**src/rtl/ika_timinggen_param.sv**
```systemverilog
// IKA timing generator: phiM cen -> phi1 divider, MRST sync, slot counter, SH1/SH2, programmable slot decoders.
// Define IKA_TIMINGGEN_SYNC_EN to add i_SYNC_n, which reloads the slot counter to 0.
module ika_timinggen_param #(
  parameter int SLOT_W   = 5,
  parameter int PHI_DIV  = 2,
  parameter int RST_SYNC = 2,
  parameter int SH_DLY   = 5,
  parameter int NUM_DEC  = 4
) (
  input  logic                      i_EMUCLK,
  input  logic                      i_IC_n,
  input  logic                      i_phiM_PCEN_n,
  output logic                      o_MRST_n,
  output logic                      o_phi1,
  output logic                      o_phi1_PCEN_n,
  output logic                      o_phi1_NCEN_n,
  input  logic [NUM_DEC*SLOT_W-1:0] i_DEC_SLOT,
  input  logic [NUM_DEC*SLOT_W-1:0] i_DEC_MASK,
  output logic [NUM_DEC-1:0]        o_DEC,
  output logic [SLOT_W-1:0]         o_SLOT,
  output logic                      o_FRAME,
`ifdef IKA_TIMINGGEN_SYNC_EN
  input  logic                      i_SYNC_n,
`endif
  output logic                      o_SH1,
  output logic                      o_SH2
);

  localparam int HALF  = PHI_DIV / 2;
  localparam int DIV_W = (HALF > 1) ? $clog2(HALF) : 1;
  localparam logic [DIV_W-1:0] DIV_LAST = DIV_W'(HALF - 1);

  logic [DIV_W-1:0]    r_div;
  logic                r_phi1;
  logic [RST_SYNC-1:0] r_sync;
  logic                r_mrst_n;
  logic [SLOT_W-1:0]   r_slot;
  logic [NUM_DEC-1:0]  r_dec;
  logic                r_frame;
  logic [SH_DLY-1:0]   r_sh1;
  logic [SH_DLY-1:0]   r_sh2;

  logic                w_cen;
  logic                w_tog;
  logic                w_pcen;
  logic                w_ncen;
  logic [SLOT_W-1:0]   w_slot_nxt;
  logic [NUM_DEC-1:0]  w_dec_hit;
  logic                w_sh1_raw;
  logic                w_sh2_raw;

  // cen pulses are suppressed while i_IC_n is low
  assign w_cen  = ~i_phiM_PCEN_n;
  assign w_tog  = i_IC_n & w_cen & (r_div == DIV_LAST);
  assign w_pcen = w_tog & ~r_phi1;
  assign w_ncen = w_tog & r_phi1;

  always_ff @(posedge i_EMUCLK) begin
    if (!i_IC_n) begin
      r_div  <= '0;
      r_phi1 <= 1'b1;
      r_sync <= '0;
    end else if (w_cen) begin
      r_sync <= {r_sync[RST_SYNC-2:0], i_IC_n};
      if (r_div == DIV_LAST) begin
        r_div  <= '0;
        r_phi1 <= ~r_phi1;
      end else begin
        r_div  <= r_div + 1'b1;
      end
    end
  end

  // MRST has priority over the external frame sync
  always_comb begin
    w_slot_nxt = r_slot + 1'b1;
    if (!r_mrst_n)
      w_slot_nxt = '0;
`ifdef IKA_TIMINGGEN_SYNC_EN
    else if (!i_SYNC_n)
      w_slot_nxt = '0;
`endif
  end

  always_comb begin
    w_dec_hit = '0;
    for (int k = 0; k < NUM_DEC; k++)
      w_dec_hit[k] = ((r_slot ^ i_DEC_SLOT[k*SLOT_W +: SLOT_W])
                     & ~i_DEC_MASK[k*SLOT_W +: SLOT_W]) == '0;
  end

  assign w_sh1_raw = r_slot[SLOT_W-1:SLOT_W-2] == 2'b11;
  assign w_sh2_raw = r_slot[SLOT_W-1:SLOT_W-2] == 2'b01;

  always_ff @(posedge i_EMUCLK) begin
    if (!i_IC_n) begin
      r_mrst_n <= 1'b0;
      r_slot   <= '0;
      r_dec    <= '0;
      r_frame  <= 1'b0;
      r_sh1    <= '0;
      r_sh2    <= '0;
    end else if (w_ncen) begin
      r_mrst_n <= r_sync[RST_SYNC-1];
      r_slot   <= w_slot_nxt;
      r_dec    <= w_dec_hit;
      r_frame  <= &r_slot;
      r_sh1    <= (r_sh1 << 1) | SH_DLY'(w_sh1_raw);
      r_sh2    <= (r_sh2 << 1) | SH_DLY'(w_sh2_raw);
    end
  end

  assign o_MRST_n      = r_mrst_n;
  assign o_phi1        = r_phi1;
  assign o_phi1_PCEN_n = ~w_pcen;
  assign o_phi1_NCEN_n = ~w_ncen;
  assign o_SLOT        = r_slot;
  assign o_DEC         = r_dec;
  assign o_FRAME       = r_frame;
  assign o_SH1         = r_sh1[SH_DLY-1] & r_mrst_n;
  assign o_SH2         = r_sh2[SH_DLY-1] & r_mrst_n;

endmodule

```
**config.mk**
```make
export PLATFORM = sky130hd
export DESIGN_NAME = ika_timinggen_param
export DESIGN_NICKNAME = d
export VERILOG_FILES = /design/src/rtl/ika_timinggen_param.sv
export SDC_FILE = /design/constraint.sdc
export NUM_CORES = 1
export LEC_CHECK = 0
export ABC_CLOCK_PERIOD_IN_PS = 1600
export CORE_UTILIZATION = 41
export DETAILED_ROUTE_END_ITERATION = 10
export PLACE_DENSITY = 0.9
export RECOVER_POWER = 100
export SYNTH_ARGS = -nofsm -noshare
export SYNTH_HDL_FRONTEND = slang
export SYNTH_SLANG_ARGS = --single-unit
```
**constraint.sdc**
```tcl
create_clock -name i_EMUCLK -period 1.6 [get_ports i_EMUCLK]
set_clock_uncertainty 0.2 [all_clocks]
set_input_delay 0.24 -clock i_EMUCLK [delete_from_list [all_inputs] [get_ports i_EMUCLK]]
set_output_delay 0.24 -clock i_EMUCLK [all_outputs]
set_load 0.02 [all_outputs]
```
* Yosys cells after proc, flatten, opt, wreduce, memory -nomap -nowiden
Index checks and enable logic that the tools add are counted.
** Operators by class
- Bitwise operators :: 25
- Add/subtract/negate cells :: 2
- Eq/ne operators :: 2
- Reduce and logical (&&, ||, !) cells :: 6
- Div/mod/pow operators :: 0
- Multipliers :: 0
- Muxes and demuxes :: 2
- Shift-type cells :: 0
- $lt $le $gt $ge :: 0
** Operator list (count)
- $and A5 B5 Y5 :: 4
- $logic_not A5 Y1 :: 4
- $not A5 Y5 :: 4
- $xor A5 B5 Y5 :: 4
- $or A5 B1 Y5 :: 2
- $and A1 B1 Y1 :: 6
- $add A5 B1 Y5 const B :: 1
- $mux W5 :: 1
- $not A1 Y1 :: 5
- $reduce_and A5 Y1 :: 1
- $eq A2 B1 Y1 const B :: 1
- $eq A2 B2 Y1 const B :: 1
- $reduce_and A2 Y1 :: 1
- $add A1 B1 Y1 const B :: 1
- $mux W1 :: 1
** Storage, ports and cells
- Word-level logic and storage cells :: 46
- Output and inout bits :: 16
- Memory bits (writable) :: 0
- Register bits :: 25
- Input bits :: 43
- Memories kept :: 0
- Latch bits :: 0
- Bits in read-only memories :: 0

* Longest topological paths before layout
- Depth in word-level cells :: 5
- Mapped depth :: 5
- Depth with buffers taken out :: 5

* Least setup slack after synthesis
OpenSTA, ideal clock, no wires.
- Kind :: register to register
- From :: register r_phi1, in the netlist o_phi1
- To :: register r_dec[0], in the netlist o_DEC[0]
- Path buffers :: 1
- Setup slack :: 0.061 ns
- Data required time :: 1.304 ns
- Period minus slack after synthesis :: 1.539 ns
- Cell stages (with the launch flop) :: 5
- Data arrival time :: 1.243 ns
- Setup time :: 0.096 ns
- Path through :: dfxtp_1 > nor2b_1 > buf_4 > nand2_2 > o41ai_2
** On the way
- Word-level cells in the longest chain between the ends :: 1
** RTL lines
- start: declaration :: line 34 : logic r_phi1;
- start signal: assignment :: line 67 : r_phi1 <= ~r_phi1;
- $and A1 B1 Y1 :: line 56 : assign w_ncen = w_tog & r_phi1;
- end signal: assignment :: line 106 : r_dec <= w_dec_hit;
- end: declaration :: line 38 : logic [NUM_DEC-1:0] r_dec;
No other way between the ends.
A chain may end at the register's enable or synchronous reset.

* Worst setup path in the final report
- From :: register r_phi1, in the netlist o_phi1
- To :: output port o_phi1
** RTL lines
- end: declaration :: line 14 : output logic o_phi1,
No word-level cell between the ends.

==> results.sh <==
export IMPL_cts_inserted_buffers=3
export IMPL_layout_common_cells="clkdlybuf4s50_1 (41), nand2_1 (28), xnor2_1 (20), dfxtp_1 (20), buf_4 (17)"
export IMPL_via_count=1270
export IMPL_cts_tree="yes"
export IMPL_period_share=0.960
export IMPL_area_delta_synth_final_pct=57.2
export IMPL_syn_inst=147
export IMPL_total_power_mw=1.32
export IMPL_fp_dieW_um=57.5
export IMPL_max_freq_mhz=651
export IMPL_die_y_um=57.5
export IMPL_antenna_found_initial=0
export IMPL_fin_setup_tns_ns=0
export IMPL_final_common_cell="clkdlybuf4s50_1"
export IMPL_final_max_slew_viol_count=0
export IMPL_track_usage=0.206
export IMPL_synth_warning_count=0
export IMPL_cts_resized=29
export IMPL_antennaDiodeCount=0
export IMPL_cts_sinks=24
export IMPL_design_area_sq_um=1990
export IMPL_cp_data_arrival_time_ns=1.10
export IMPL_core_sq_um=2830
export IMPL_gp_congestion=0.820
export IMPL_grt_pass1_vias=1256
export IMPL_cellLeakagePower_nw=0.791
export IMPL_p_int_mw=1.02
export IMPL_die_area_sq_um=3310
export IMPL_setup_viol=0
export IMPL_drive_gt1_frac=0.167
export IMPL_io_pins=59
export IMPL_routed_via_density=5.14
export IMPL_insertion_delay_ns=0.32
export IMPL_clockBufferDepth=2
export IMPL_power_frac_seq=0.467
export IMPL_worstSetupPathType="reg -> out"
export IMPL_worst_slew_margin_rel=0.823
export IMPL_synth_largest_area_cell="dfxtp_1"
export IMPL_hold_viol_final=0
export IMPL_worstPathMaxFanout=3
export IMPL_avgRoutedWirePerCell_um=13.5
export IMPL_yosysSeqAreaShare=0.380
export IMPL_dr_pass1_iters=7
export IMPL_hold_buffers=0
export IMPL_power_frac_comb=0.199
export IMPL_path_clk_slew_ns=0.13
export IMPL_gr_total_overflow=0
export IMPL_p_sw_frac=0.224
export IMPL_cp_required_ns=1.16
export IMPL_placed_area_sq_um=1960
export IMPL_hpwlAfterDp_um=2610
export IMPL_drt_iter0_markers=46
export IMPL_ir_drop_mv=0.444
export IMPL_rsz0062_at_grt="yes"
export IMPL_violations="DRC"
export IMPL_nFillCells=205
export IMPL_nets=262
export IMPL_synth_top_cell_area_share=0.380
export IMPL_htree_levels=1
export IMPL_min_delay_path_class="in -> reg"
export IMPL_crit_path_start_kind="register"
export IMPL_drv_cap=0
export IMPL_layout_cells_non_filler=247
export IMPL_dp_cells=243
export IMPL_port_buffers=58
export IMPL_tightest_slew_ns=0.266
export IMPL_row_count=19
export IMPL_grt_pass1_wl_um=5330
export IMPL_synth_nets=192
export IMPL_ys_seq_elements=24
export IMPL_cp_end_kind="output port"
export IMPL_synth_distinct_cells=26
export IMPL_ant_nets=0
export IMPL_power_density_nw_per_um2=662
export IMPL_syn_area_per_cell_sq_um=8.61
export IMPL_routed_wl_um=3330
export IMPL_syn_cell_area_sq_um=1260
export IMPL_p_clk_frac=0.334
export IMPL_post_cts_buffers=0
export IMPL_status="finished with violations"
export IMPL_grt_max_degree=25
export IMPL_root_buffer="clkbuf_4"
export IMPL_drc=10
export IMPL_p_sw_mw=0.295
export IMPL_yosys_top_cells_area="dfxtp_1 (38%), xnor2_1 (14%), a21boi_0 (8.9%)"
export IMPL_fin_crit_ns=1.54
export IMPL_initial_core_util=0.447
cell families after synthesis:
logic type / Yosys count / synth area share
multiplexers: 1 / 0.00791
AND/OR/NAND/NOR: 55 / 0.200
buffers and inverters: 12 / 0.0465
flip-flops: 24 / 0.380
XOR/XNOR: 20 / 0.138
AO/OA/AOI/OAI: 33 / 0.208
adder cells (fa/ha/maj): 2 / 0.0198
synth_stat cells:
cell type / n
nand2b_1: 1
nor3_1: 1
nand2_2: 1
buf_2: 8
xnor2_1: 20
o21a_1: 1
nand2_1: 28
inv_1: 1
a21oi_1: 1
a21boi_0: 15
o21ai_0: 3
nand3_1: 8
nand3b_1: 1
o22ai_1: 8
nor2_1: 5
mux2i_1: 1
o41ai_2: 4
nor3b_1: 1
buf_4: 1
and2_1: 3
nor2b_1: 5
ha_1: 2
a21boi_1: 1
clkbuf_1: 2
and3_1: 1
dfxtp_1: 24
final timing paths:
| path | slack, ns | to | cells past startpoint | from |
|---|---|---|---|---|
| worst max-delay path | 0.06 | o_phi1 | 2 | o_phi1 |
| worst min register to register | 0.27 | r_sh1[4] | 2 | r_sh1[4] |
| worst min-delay path | 0.24 | r_sync[0] | 3 | i_phiM_PCEN_n |
| worst max register to register | 0.09 | o_SLOT[4] | 5 | o_SLOT[0] |
metrics by stage:
stage	setup slack [ns]	hold slack (ns)	util
global placement	-0.345	0.244	0.694
detailed placement	-0.355	0.258	0.694
CTS	0.0235	0.235	0.706
global route	-0.00791	0.262	0.703
floorplan	0.0611	0.149	-
finish	0.0648	0.239	0.703
final cells by class:
class                      count  area, sq um  share of cell area
clock buffer                   3         22.5              0.0113
clock inverter                 1         30.0              0.0151
inverter                       1         3.75             0.00189
multi-input combinational    111          728               0.366
sequential                    24          485               0.244
tap                           31         38.8              0.0195
timing repair buffer          76          679               0.342
registers in the layout, summed over array words and instances (netlist names):
name      cells
r_sync        2
o_FRAME       1
o_MRST_n      1
o_SLOT        5
r_sh1         5
o_DEC         4
r_sh2         5
o_phi1        1
metal layers:
| layer | track usage | share of wire |
|---|---|---|
| met1 | 0.232 | 0.42 |
| met2 | 0.375 | 0.46 |
| met3 | 0.0476 | 0.10 |
| met4 | 0.0767 | 0.011 |
| met5 | 0 | 0 |
power groups by stage:
stage                     Combinational [mW]  Sequential, mW  Clock (mW)
after floorplan                       0.0934           0.638           0
after global placement                 0.261           0.628           0
after detailed placement               0.270           0.628           0
after CTS                              0.264           0.615       0.447
after global routing                   0.278           0.617       0.469
final                                  0.262           0.615       0.439
worst max-delay path, stage by stage (launching register included):
cell           delay (ns)
dfxtp_2              0.35
buf_4                0.13
dlygate4sd2_1        0.31
Note: power is estimated with default switching activity, not from simulation.
